<file path="src/rtl/mipsmorph_pkg.sv">
// Shared sizing constants and helpers for the decode-stage register file.
package mipsmorph_pkg;

    localparam int DEFAULT_DW = 16;
    localparam int DEFAULT_AW = 3;

    typedef logic [DEFAULT_AW-1:0] reg_idx_t;

    function automatic int nreg(input int aw);
        return 1 << aw;
    endfunction

endpackage

</file>
<file path="src/rtl/regfile_scoreboard.sv">
// One pending bit per register: set at issue (reserve), cleared at writeback.
module regfile_scoreboard
    import mipsmorph_pkg::*;
#(
    parameter int AW      = DEFAULT_AW,
    parameter int NRD     = 3,
    parameter int ZERO_R0 = 1
) (
    input  logic              clk,
    input  logic              rst,
    input  logic              i_we,
    input  logic [AW-1:0]     i_wa,
    input  logic              i_rsv_en,
    input  logic [AW-1:0]     i_rsv_a,
    input  logic [NRD*AW-1:0] i_ra,
    output logic [NRD-1:0]    o_pend,
    output logic              o_busy_any
);

    localparam int NREG = nreg(AW);

    logic [NREG-1:0] r_pend;
    logic [NREG-1:0] w_pend_nxt;
    logic            w_wr_ok;
    logic            w_rsv_ok;

    assign w_wr_ok  = i_we     && !((ZERO_R0 != 0) && (i_wa    == '0));
    assign w_rsv_ok = i_rsv_en && !((ZERO_R0 != 0) && (i_rsv_a == '0));

    // Reserve is applied after the clear so a new producer wins over writeback.
    always_comb begin
        w_pend_nxt = r_pend;
        if (w_wr_ok) begin
            w_pend_nxt[i_wa] = 1'b0;
        end
        if (w_rsv_ok) begin
            w_pend_nxt[i_rsv_a] = 1'b1;
        end
    end

    always_ff @(posedge clk) begin
        if (rst) begin
            r_pend <= '0;
        end else begin
            r_pend <= w_pend_nxt;
        end
    end

    for (genvar i = 0; i < NRD; i++) begin : g_lookup
        assign o_pend[i] = r_pend[i_ra[i*AW +: AW]];
    end

    assign o_busy_any = |r_pend;

endmodule

</file>
<file path="src/rtl/regfile_sb.sv">
// Multi-read, single-write register file with write-through bypass, hardwired
// zero register and per-register pending scoreboard.
module regfile_sb
    import mipsmorph_pkg::*;
#(
    parameter int DW      = DEFAULT_DW,
    parameter int AW      = DEFAULT_AW,
    parameter int NRD     = 3,
    parameter int ZERO_R0 = 1,
    parameter int BYPASS  = 1
) (
    input  logic              clk,
    input  logic              rst,
    input  logic [NRD*AW-1:0] ra,
    output logic [NRD*DW-1:0] rd,
    output logic [NRD-1:0]    rbusy,
    input  logic              we,
    input  logic [AW-1:0]     wa,
    input  logic [DW-1:0]     wd,
    input  logic              rsv_en,
    input  logic [AW-1:0]     rsv_a,
    output logic              busy_any
);

    localparam int NREG = nreg(AW);

    logic [DW-1:0]  r_regs [NREG];
    logic [NRD-1:0] w_pend;
    logic           w_wr_ok;

    assign w_wr_ok = we && !((ZERO_R0 != 0) && (wa == '0));

    always_ff @(posedge clk) begin
        if (rst) begin
            for (int k = 0; k < NREG; k++) begin
                r_regs[k] <= '0;
            end
        end else if (w_wr_ok) begin
            r_regs[wa] <= wd;
        end
    end

    regfile_scoreboard #(
        .AW      (AW),
        .NRD     (NRD),
        .ZERO_R0 (ZERO_R0)
    ) u_scoreboard (
        .clk        (clk),
        .rst        (rst),
        .i_we       (we),
        .i_wa       (wa),
        .i_rsv_en   (rsv_en),
        .i_rsv_a    (rsv_a),
        .i_ra       (ra),
        .o_pend     (w_pend),
        .o_busy_any (busy_any)
    );

    // A same-cycle writeback satisfies the reader only when it can be forwarded.
    for (genvar i = 0; i < NRD; i++) begin : g_rd
        logic [AW-1:0] w_ra;
        logic          w_zero;
        logic          w_fwd;

        assign w_ra   = ra[i*AW +: AW];
        assign w_zero = (ZERO_R0 != 0) && (w_ra == '0);
        assign w_fwd  = (BYPASS != 0) && we && (wa == w_ra);

        assign rd[i*DW +: DW] = w_zero ? {DW{1'b0}} :
                                w_fwd  ? wd         : r_regs[w_ra];
        assign rbusy[i]       = (w_zero || w_fwd) ? 1'b0 : w_pend[i];
    end

endmodule

</file>
<file path="config.mk">
export PLATFORM = sky130hd
export DESIGN_NAME = regfile_sb
export DESIGN_NICKNAME = d
export VERILOG_FILES = /design/src/rtl/mipsmorph_pkg.sv /design/src/rtl/regfile_scoreboard.sv /design/src/rtl/regfile_sb.sv
export SDC_FILE = /design/constraint.sdc
export NUM_CORES = 1
export LEC_CHECK = 0
export ABC_AREA = 1
export CAP_MARGIN = 20
export CORE_MARGIN = 2
export CORE_UTILIZATION = 52
export DETAILED_ROUTE_END_ITERATION = 7
export GPL_TIMING_DRIVEN = 1
export PLACE_DENSITY = 0.78
export SLEW_MARGIN = 20
export SYNTH_ARGS = -nofsm -noshare
export SYNTH_HDL_FRONTEND = slang
export SYNTH_SLANG_ARGS = --single-unit
</file>
<file path="constraint.sdc">
create_clock -name clk -period 4.6 [get_ports clk]
set_input_delay 0.69 -clock clk [delete_from_list [all_inputs] [get_ports clk]]
set_output_delay 0.69 -clock clk [all_outputs]
set_load 0.05 [all_outputs]
</file>
* Yosys cells after proc, flatten, opt, wreduce, memory -nomap -nowiden
Memories as Yosys holds them, arrays and structs flattened.
Index checks and enable logic that the tools add are counted.
** Storage, ports and cells
- Register bits :: 8
- Output and inout port bits :: 52
- Memories kept :: 1
- Input bits :: 35
- Bits in writable memories :: 128
- Word-level logic and storage cells :: 63
** Memories
- r_regs :: words 8, bits a word 16, read ports 3, clocked after memory_dff 0, wr ports 8, RTL line regfile_sb.sv:27 : logic [DW-1:0] r_regs [NREG];
** Cells by class
- Mux-type cells :: 29
- Equal/unequal tests :: 3
- Reduce and logical (&&, ||, !) cells :: 19
- $lt $le $gt $ge :: 7
- Bitwise logic cells :: 3
** Operator list (count)
- 2-to-1 mux 16 bit :: 7
- less-than comparator 3 x 4 -> 1 bit (second input constant) :: 5
- 2-to-1 mux 8 bit :: 2
- OR reduction 16 bit :: 1
- zero test 3 bit :: 5
- 2-to-1 mux 1 bit :: 14
- binary-select mux 1 bit (select 3 bit) :: 3
- equality test 3 bit :: 3
- bitwise AND 8 bit :: 1
- NOT 8 bit :: 1
- bitwise OR 8 bit :: 1
- OR reduction 8 bit :: 1
- logical AND 1 bit :: 7
- demux 1 bit (select 3 bit) :: 2
- >= comparator 3 x 1 -> 1 bit (second input constant) :: 2
- logical OR 1 bit :: 3
- 2-to-1 mux 3 bit :: 1
- zero test 1 bit :: 2

* Depth between registers and ports, before layout
Gate-level depths: netlist of the first run.
- Word-level depth :: 9
- Depth in mapped cells :: 10
- Gate-level depth less buffers :: 8

* Hierarchy
A second synthesis of the first run with hierarchy kept.
** Second synthesis, totals
- Cells, all modules :: 1510
- Area total of the unflattened synthesis :: 9932.0 um^2
** By module, submodules not included
- regfile_sb :: times used 1, cells an instance 1396, area each 9311.4 um^2, sequential area each 3843.7 um^2
- regfile_scoreboard :: times used 1, cells an instance 114, area each 620.6 um^2, sequential area each 160.2 um^2

* Worst setup path after synthesis of the first run
No wires, ideal clock.
- Kind :: input port to output port
- Start :: input port ra[0]
- End :: output port rbusy[0]
- Slack :: 1696 ps
- Stages on the path :: 8
- Required time :: 3910 ps
- Path buffers :: 3
- Arrival :: 2214 ps
- Path through :: buf_2 -> inv_2 -> buf_4 -> buf_2 -> nand2_1 -> nand3_1 -> nand3_1 -> a21oi_1
** On the way
- Word-level cells in the longest chain between the ends :: 4
- Elaborated cells between the ends (all ways) :: 7
- Classes of those cells :: 1 x eq/ne; 3 x mux; 3 x reduce/logical
** Ends and longest elaborated chain
- start, declared :: RTL line regfile_sb.sv:14 : input logic [NRD*AW-1:0] ra,
- parallel branches: the longest is 3 deep, another holds binary-select mux 1 bit (select 3 bit)
- 2-to-1 mux 1 bit (*) :: RTL line regfile_sb.sv:71 : assign rbusy[i] = (w_zero || w_fwd) ? 1'b0 : w_pend[i];
- end, declared :: RTL line regfile_sb.sv:16 : output logic [NRD-1:0] rbusy,
Every way passes the cells marked *. The select of a mux whose other input is x is not followed.

* Worst setup path after layout of the first run
- Start :: input port ra[7]
- End :: output port rd[37]
** On the way
- Word-level cells in the longest chain between the ends :: 4
- Elaborated cells between the ends (all ways) :: 6
- Classes of those cells :: 1 x eq/ne; 2 x mux; 2 x reduce/logical; 1 x memory
** Ends and longest elaborated chain
- parallel branches: the longest is 3 deep, another holds memory read (8 x 16 bit)
- 2-to-1 mux 16 bit (*) :: RTL line regfile_sb.sv:69 : assign rd[i*DW +: DW] = w_zero ? {DW{1'b0}} :
- end, declared :: RTL line regfile_sb.sv:15 : output logic [NRD*DW-1:0] rd,
Every way passes the cells marked *.

==> results of run 1 <==
==> flip-flops by register name, summed over array words and instances (netlist names) <==
signal,flops
r_regs,128
u_scoreboard.r_pend,8
==> kinds of logic after synthesis <==
family	share of synthesized area, %
AO/OA/AOI/OAI	1.724
buffers and inverters	6.497
flip-flops	41.17
other	0.03856
AND/OR/NAND/NOR	50.57
==> placed cells by master (no fill, tap or decap), types with 2 or more instances in the layout <==
master	instances
sky130_fd_sc_hd__a21oi_1	15
sky130_fd_sc_hd__buf_12	51
sky130_fd_sc_hd__buf_2	3
sky130_fd_sc_hd__buf_4	27
sky130_fd_sc_hd__bufinv_16	5
sky130_fd_sc_hd__clkbuf_16	17
sky130_fd_sc_hd__clkdlybuf4s50_1	32
sky130_fd_sc_hd__clkinv_1	18
sky130_fd_sc_hd__clkinv_4	2
sky130_fd_sc_hd__clkinvlp_4	2
sky130_fd_sc_hd__conb_1	16
sky130_fd_sc_hd__dfxtp_1	8
sky130_fd_sc_hd__edfxtp_1	128
sky130_fd_sc_hd__inv_1	10
sky130_fd_sc_hd__inv_2	12
sky130_fd_sc_hd__inv_6	2
sky130_fd_sc_hd__nand2_1	575
sky130_fd_sc_hd__nand2_4	3
sky130_fd_sc_hd__nand3_1	304
sky130_fd_sc_hd__nand3_2	4
sky130_fd_sc_hd__nor2_1	239
sky130_fd_sc_hd__nor2_2	27
sky130_fd_sc_hd__nor2_4	6
sky130_fd_sc_hd__o21ai_0	12
sky130_fd_sc_hd__o31ai_1	2
sky130_fd_sc_hd__o32ai_1	2
==> worst paths after layout <==
path                                                          end  slack (ps)  depth (start not counted)
worst max-delay path                                       rd[37]         780                         10
worst min-delay path            u_scoreboard.r_pend[0]$_SDFF_PP0_         510                          2
worst max register to register  u_scoreboard.r_pend[4]$_SDFF_PP0_        3860                          2
worst min register to register  u_scoreboard.r_pend[0]$_SDFF_PP0_         510                          2
==> area by class of cell <==
type / instances / area (um2) / share of cell area [%]
diodes: 1 / 2.502 / 0.02120
clock buffers: 17 / 425.4 / 3.604
clock inverters: 15 / 224.0 / 1.898
inverters: 39 / 148.9 / 1.262
multi-input cells: 1209 / 5146 / 43.60
flip-flops and latches: 136 / 4004 / 33.92
well taps: 234 / 292.8 / 2.481
repair buffers: 113 / 1559 / 13.21
==> worst reg2reg max path: stages, from the launching register on <==
cell and delay, ps:
sky130_fd_sc_hd__dfxtp_1 420, sky130_fd_sc_hd__nand3_1 120, sky130_fd_sc_hd__o31ai_1 100
==> stage by stage <==
step | power, mW | instance area [um2] | setup slack [ps] | cells | hold slack [ps]
after global routing | 4.374 | 11800 | 703.3 | 1764 | 566.3
after global placement | 2.710 | 11150 | 907.2 | 1731 | 482.3
after floorplan | 2.209 | 9782 | 1696 | 1484 | 445.0
final | 4.262 | 11800 | 784.7 | 1764 | 510.6
after CTS | 4.227 | 11800 | 873.0 | 1763 | 509.6
after detailed placement | 2.722 | 11150 | 870.7 | 1731 | 493.3
==> power breakdown <==
group          internal, mW  switching, mW  leakage (nW)  total [mW]
Clock                 0.965          0.570         0.311        1.53
Combinational         0.434          0.788          3.83        1.22
Sequential             1.44         0.0655          1.30        1.51
==> per-layer routing <==
metal  track usage (%)  wire (um)  up-vias
met2             58.28      16240      987
met3             9.341       5058      226
met1             45.63      12870     4838
li1                  -          -     4860
met4             26.16       2817        0
met5                 0          0        -
==> impl_metrics.env, run 1 <==
export IMPL_clock_path_buffers=2
export IMPL_post_route_cells_drive_above_1_share_pct=10.79
export IMPL_finalMaxSlewViolations=0
export IMPL_synthMostInstantiatedCell="sky130_fd_sc_hd__nand2_1"
export IMPL_area_growth_syn_to_layout_pct=21.36
export IMPL_crit_path_max_fanout=17
export IMPL_number_of_synthesized_flops_with_an_enable_pin=128
export IMPL_worst_clock_skew_ps=0
export IMPL_reg2reg_launch_point="u_scoreboard.r_pend[4]$_SDFF_PP0_"
export IMPL_grtUsageTotal_pct=37.40
export IMPL_place_congestion=0.9835
export IMPL_numCtsBuffers=17
export IMPL_post_synth_top_area_cell="sky130_fd_sc_hd__edfxtp_1"
export IMPL_post_synth_main_area_contributors="sky130_fd_sc_hd__edfxtp_1 (40%), sky130_fd_sc_hd__nand2_1 (22%), sky130_fd_sc_hd__nand3_1 (16%)"
export IMPL_drc=0
export IMPL_synth_top_cells_by_count="sky130_fd_sc_hd__nand2_1 (575), sky130_fd_sc_hd__nand3_1 (304), sky130_fd_sc_hd__nor2_1 (239)"
export IMPL_core_region_um2=18520
export IMPL_worstPathCellList="clkdlybuf4s50_1 > inv_2 > nand2_1 > nand2_1 > nor2_4 > nand2_4 > nand2_1 > nor2_1 > nor2_1 > buf_12"
export IMPL_htree_levels=4
export IMPL_die_width_um=140.8
export IMPL_crit_type="input pin to output port"
export IMPL_cp_startpoint="ra[7]"
export IMPL_die_height_um=140.8
export IMPL_grt_start_max_net_pins=72
export IMPL_synth_cell_type_count=27
export IMPL_vias=10911
export IMPL_cp_data_arrival_time_ps=3130
export IMPL_hold_fix_buffers_at_cts=0
export IMPL_timing_setup_tns_ps=0
export IMPL_wl_per_cell_um=20.97
export IMPL_grt_setup_unrepaired="false"
export IMPL_post_cts_setup_buffers=0
export IMPL_clock_insertion_delay_at_the_later_pin_of_the_skew_report_ps=430
export IMPL_clkSlewWorstSetupHoldPaths_ps=60
export IMPL_setup_worst_path_start_class="input pin"
export IMPL_cpMostUsedCell="sky130_fd_sc_hd__nand2_1"
export IMPL_min_period_over_period_pct=82.94
export IMPL_floorplan_io_pins=87
export IMPL_ctsRootBufferMaster="sky130_fd_sc_hd__clkbuf_16"
export IMPL_synth_sequential_area_ratio_pct=41.17
export IMPL_period_minus_slack_ps=3815
export IMPL_endpoint_kind="output port"
export IMPL_crit_buf_inv=3
export IMPL_fillCellCount=1619
export IMPL_post_route_util_pct=63.74
export IMPL_slew_headroom_pct=21.90
export IMPL_crit_required_ps=3910
export IMPL_ys_dominant_reg_cell="sky130_fd_sc_hd__edfxtp_1"
export IMPL_dpl_hpwl_um=22570
export IMPL_drt_antenna_violating_nets=0
export IMPL_wire_length_of_the_first_global_routing_pass_um=56350
export IMPL_power_leakage_nw=5.436
export IMPL_cts_resized=0
export IMPL_hold_path_class="flop to flop"
export IMPL_finalNetCount=1551
export IMPL_critical_path_top_delay_family="simple AND/OR/NAND/NOR gates"
export IMPL_fmaxAchievable_mhz=262.1
export IMPL_worst_tran_pin_value_ps=1169
export IMPL_initial_core_util_pct=52.52
export IMPL_finalSetupViolCount=0
export IMPL_max_cap_viol_count=0
export IMPL_power_per_cell_area_nw_per_um2=361.1
export IMPL_io_buffer_count=86
export IMPL_timing_hold_violations_final=0
export IMPL_slowest_cp_cell="sky130_fd_sc_hd__clkdlybuf4s50_1"
export IMPL_gr_total_overflow=0
export IMPL_cts_sinks=136
export IMPL_vdd_drop_max_uv=292.5
export IMPL_routed_via_density=6.185
export IMPL_tritoncts="built"
export IMPL_synth_async_sr_flop_share_pct=0
export IMPL_timing_hold_worst_start="u_scoreboard.r_pend[0]$_SDFF_PP0_"
export IMPL_yosysWarnings=0
export IMPL_placement_rows=50
export IMPL_route_final_wire_length_um=36990
export IMPL_max_stage_delay_ps=730
export IMPL_first_global_vias=10294
export IMPL_post_synthesis_instance_area_um2=9726
export IMPL_postSynthCellCount=1469
export IMPL_netlist_area_leader_share_pct=39.52
export IMPL_synth_ff_latch_count=136
export IMPL_drt_iter0_drc=1664
export IMPL_number_of_antenna_violations_at_the_first_check_in_global_routing=1
export IMPL_postSynthAreaPerCell_um2=6.621
export IMPL_drt_pre_antenna_iters=6
export IMPL_floorplan_die_area_um2=19810
export IMPL_status="completed"
Note: power is estimated with default switching activity, not from simulation.
==> run 2, diff against run 1 <==
--- a/config.mk
+++ b/config.mk
@@ -11,7 +11,7 @@
 export CORE_UTILIZATION = 52
 export DETAILED_ROUTE_END_ITERATION = 7
 export GPL_TIMING_DRIVEN = 1
-export PLACE_DENSITY = 0.78
+export PLACE_DENSITY = 0.81
 export SLEW_MARGIN = 20
 export SYNTH_ARGS = -nofsm -noshare
 export SYNTH_HDL_FRONTEND = slang
==> constraint.sdc (replaced) <==
create_clock -name clk -period 3.3 [get_ports clk]
set_input_delay 0.495 -clock clk [delete_from_list [all_inputs] [get_ports clk]]
set_output_delay 0.495 -clock clk [all_outputs]
set_load 0.05 [all_outputs]
==> run 2 against run 1 <==
The run now ends with DRC left. Final cell count is 1.2% higher. Global-route usage is 0.40 points higher. Sequential share of layout area is 0.39 points lower. Sequential power is 38% higher. Clock power is 31% higher. Register-to-register slack worse by 1300 ps. Critical path type unchanged. Highest routed layer unchanged.
==> impl_metrics.env, run 2 (same netlist as run 1, synthesis figures left out) <==
export IMPL_floorplan_die_area_um2=19810
export IMPL_reg2reg_launch_point="u_scoreboard.r_pend[6]$_SDFF_PP0_"
export IMPL_max_cap_viol_count=0
export IMPL_routed_via_density=6.164
export IMPL_route_final_wire_length_um=37410
export IMPL_placement_rows=50
export IMPL_post_route_cells_drive_above_1_share_pct=12.06
export IMPL_hold_path_class="flop to flop"
export IMPL_period_minus_slack_ps=3041
export IMPL_worst_r2r_setup_slack_ps=2570
export IMPL_cts_sinks=136
export IMPL_place_area_um2=11340
export IMPL_num_antenna_cells=0
export IMPL_seq_power_share_pct=35.8
export IMPL_status="finished with violations"
export IMPL_crit_path_max_fanout=17
export IMPL_crit_required_ps=2800
export IMPL_finalMaxSlewViolations=0
export IMPL_r2r_cell_count=2
export IMPL_grtUsageTotal_pct=37.80
export IMPL_drt_pre_antenna_iters=8
export IMPL_initial_core_util_pct=52.52
export IMPL_finalSetupViolCount=0
export IMPL_htree_levels=4
export IMPL_endpoint_kind="output port"
export IMPL_grt_start_max_net_pins=72
export IMPL_tritoncts="built"
export IMPL_min_period_over_period_pct=92.16
export IMPL_clkSlewWorstSetupHoldPaths_ps=60
export IMPL_combinationalPowerShare_pct=29.8
export IMPL_ctsRootBufferMaster="sky130_fd_sc_hd__clkbuf_16"
export IMPL_largest_reg_flops=128
export IMPL_dpl_hpwl_um=23310
export IMPL_pre_cts_ws_ps=312.5
export IMPL_max_flop_register="r_regs"
export IMPL_gr_total_overflow=0
export IMPL_timing_hold_violations_final=0
export IMPL_finalNetCount=1574
export IMPL_fillCellCount=1593
export IMPL_part_of_the_total_power_dissipated_in_the_clock_network_pct=34.4
export IMPL_hold_fix_buffers_at_cts=0
export IMPL_slew_headroom_pct=39.26
export IMPL_crit_type="input pin to output port"
export IMPL_timing_setup_tns_ps=0
export IMPL_wire_length_of_the_first_global_routing_pass_um=57070
export IMPL_worst_clock_skew_ps=0
export IMPL_vias=11003
export IMPL_r2r_end="u_scoreboard.r_pend[6]$_SDFF_PP0_"
export IMPL_drt_antenna_violating_nets=0
export IMPL_final_cell_area_um2=11940
export IMPL_violations="DRC"
export IMPL_wl_per_cell_um=20.96
export IMPL_reg_largest_list="r_regs x128, u_scoreboard.r_pend x8"
export IMPL_most_common_cell_after_layout_fill_and_taps_aside="sky130_fd_sc_hd__nand2_1"
export IMPL_intPower_mw=3.882
export IMPL_clock_insertion_delay_at_the_later_pin_of_the_skew_report_ps=430
export IMPL_cp_startpoint="wa[2]"
export IMPL_post_cts_setup_buffers=0
export IMPL_fmaxAchievable_mhz=328.8
export IMPL_number_of_antenna_violations_at_the_first_check_in_global_routing=0
export IMPL_timing_final_ws_setup_ps=258.6
export IMPL_cts_resized=0
export IMPL_floorplan_io_pins=87
export IMPL_place_congestion=0.9476
export IMPL_grt_setup_unrepaired="false"
export IMPL_drc=20
export IMPL_power_leakage_nw=5.533
export IMPL_die_width_um=140.8
export IMPL_area_growth_syn_to_layout_pct=22.78
export IMPL_commonest_cells_after_routing_fill_and_taps_aside="sky130_fd_sc_hd__nand2_1 (575), sky130_fd_sc_hd__nand3_1 (304), sky130_fd_sc_hd__nor2_1 (239), sky130_fd_sc_hd__edfxtp_1 (128), sky130_fd_sc_hd__buf_12 (52)"
export IMPL_setup_worst_path_start_class="input pin"
export IMPL_vdd_drop_max_uv=397.4
export IMPL_fin_hold_ws_ps=516.0
export IMPL_clock_path_buffers=2
export IMPL_post_route_util_pct=64.49
export IMPL_power_per_cell_area_nw_per_um2=489.6
export IMPL_worst_tran_pin_value_ps=910.1
export IMPL_drt_iter0_drc=2063
export IMPL_die_height_um=140.8
export IMPL_cp_data_arrival_time_ps=2550
export IMPL_numCtsBuffers=17
export IMPL_switchingPower_mw=1.964
export IMPL_first_global_vias=10447
export IMPL_crit_path_end="rd[0]"
export IMPL_core_region_um2=18520
export IMPL_io_buffer_count=86
export IMPL_swShare_pct=33.60
run 2: critical path: stages:
cell	delay, ps
sky130_fd_sc_hd__clkdlybuf4s50_1	620
sky130_fd_sc_hd__inv_2	110
sky130_fd_sc_hd__nand2_1	70
sky130_fd_sc_hd__nand2_1	100
sky130_fd_sc_hd__nor2_4	260
sky130_fd_sc_hd__nand2_4	260
sky130_fd_sc_hd__nand2_1	190
sky130_fd_sc_hd__nor2_1	70
sky130_fd_sc_hd__nor2_1	200
sky130_fd_sc_hd__buf_12	170
run 2: area by class of cell:
type / instances / area (um2) / area share [%]
multi-input cells: 1209 / 5146 / 43.10
clock buffers: 17 / 425.4 / 3.562
well taps: 234 / 292.8 / 2.452
flip-flops and latches: 136 / 4004 / 33.53
inverters: 39 / 148.9 / 1.247
clock inverters: 14 / 180.2 / 1.509
repair buffers: 136 / 1744 / 14.61
run 2: power groups by stage:
stage	clock network, mW	logic [mW]	registers [mW]
after floorplan	0	0.979	2.10
after global placement	0	1.68	2.12
after detailed placement	0	1.69	2.12
after CTS	2.01	1.70	2.09
after global routing	2.08	1.83	2.11
final	2.01	1.74	2.09
run 2: worst min-delay path by stage:
| stage | startpoint | depth (start not counted) | end |
|---|---|---|---|
| floorplan | u_scoreboard.r_pend[0]$_SDFF_PP0_ | 2 | u_scoreboard.r_pend[0]$_SDFF_PP0_ |
| global placement | u_scoreboard.r_pend[0]$_SDFF_PP0_ | 2 | u_scoreboard.r_pend[0]$_SDFF_PP0_ |
| detailed placement | u_scoreboard.r_pend[0]$_SDFF_PP0_ | 2 | u_scoreboard.r_pend[0]$_SDFF_PP0_ |
| CTS | u_scoreboard.r_pend[0]$_SDFF_PP0_ | 2 | u_scoreboard.r_pend[0]$_SDFF_PP0_ |
| global route | u_scoreboard.r_pend[0]$_SDFF_PP0_ | 2 | u_scoreboard.r_pend[0]$_SDFF_PP0_ |
| finish | u_scoreboard.r_pend[0]$_SDFF_PP0_ | 2 | u_scoreboard.r_pend[0]$_SDFF_PP0_ |
run 2: through the flow:
step / power, mW / instances
6_report: 5.847 / 1785
5_1_grt: 6.016 / 1785
4_1_cts: 5.798 / 1785
3_5_place_dp: 3.820 / 1754
3_3_place_gp: 3.800 / 1754
2_1_floorplan: 3.080 / 1484
run 2: per-layer routing:
layer	wire (um)	vias to the layer above	GRT usage, %
met5	0	-	0
met4	2476	0	23.53
met3	5951	214	9.986
met2	16540	1025	58.36
met1	12440	4867	47.42
li1	-	4897	-
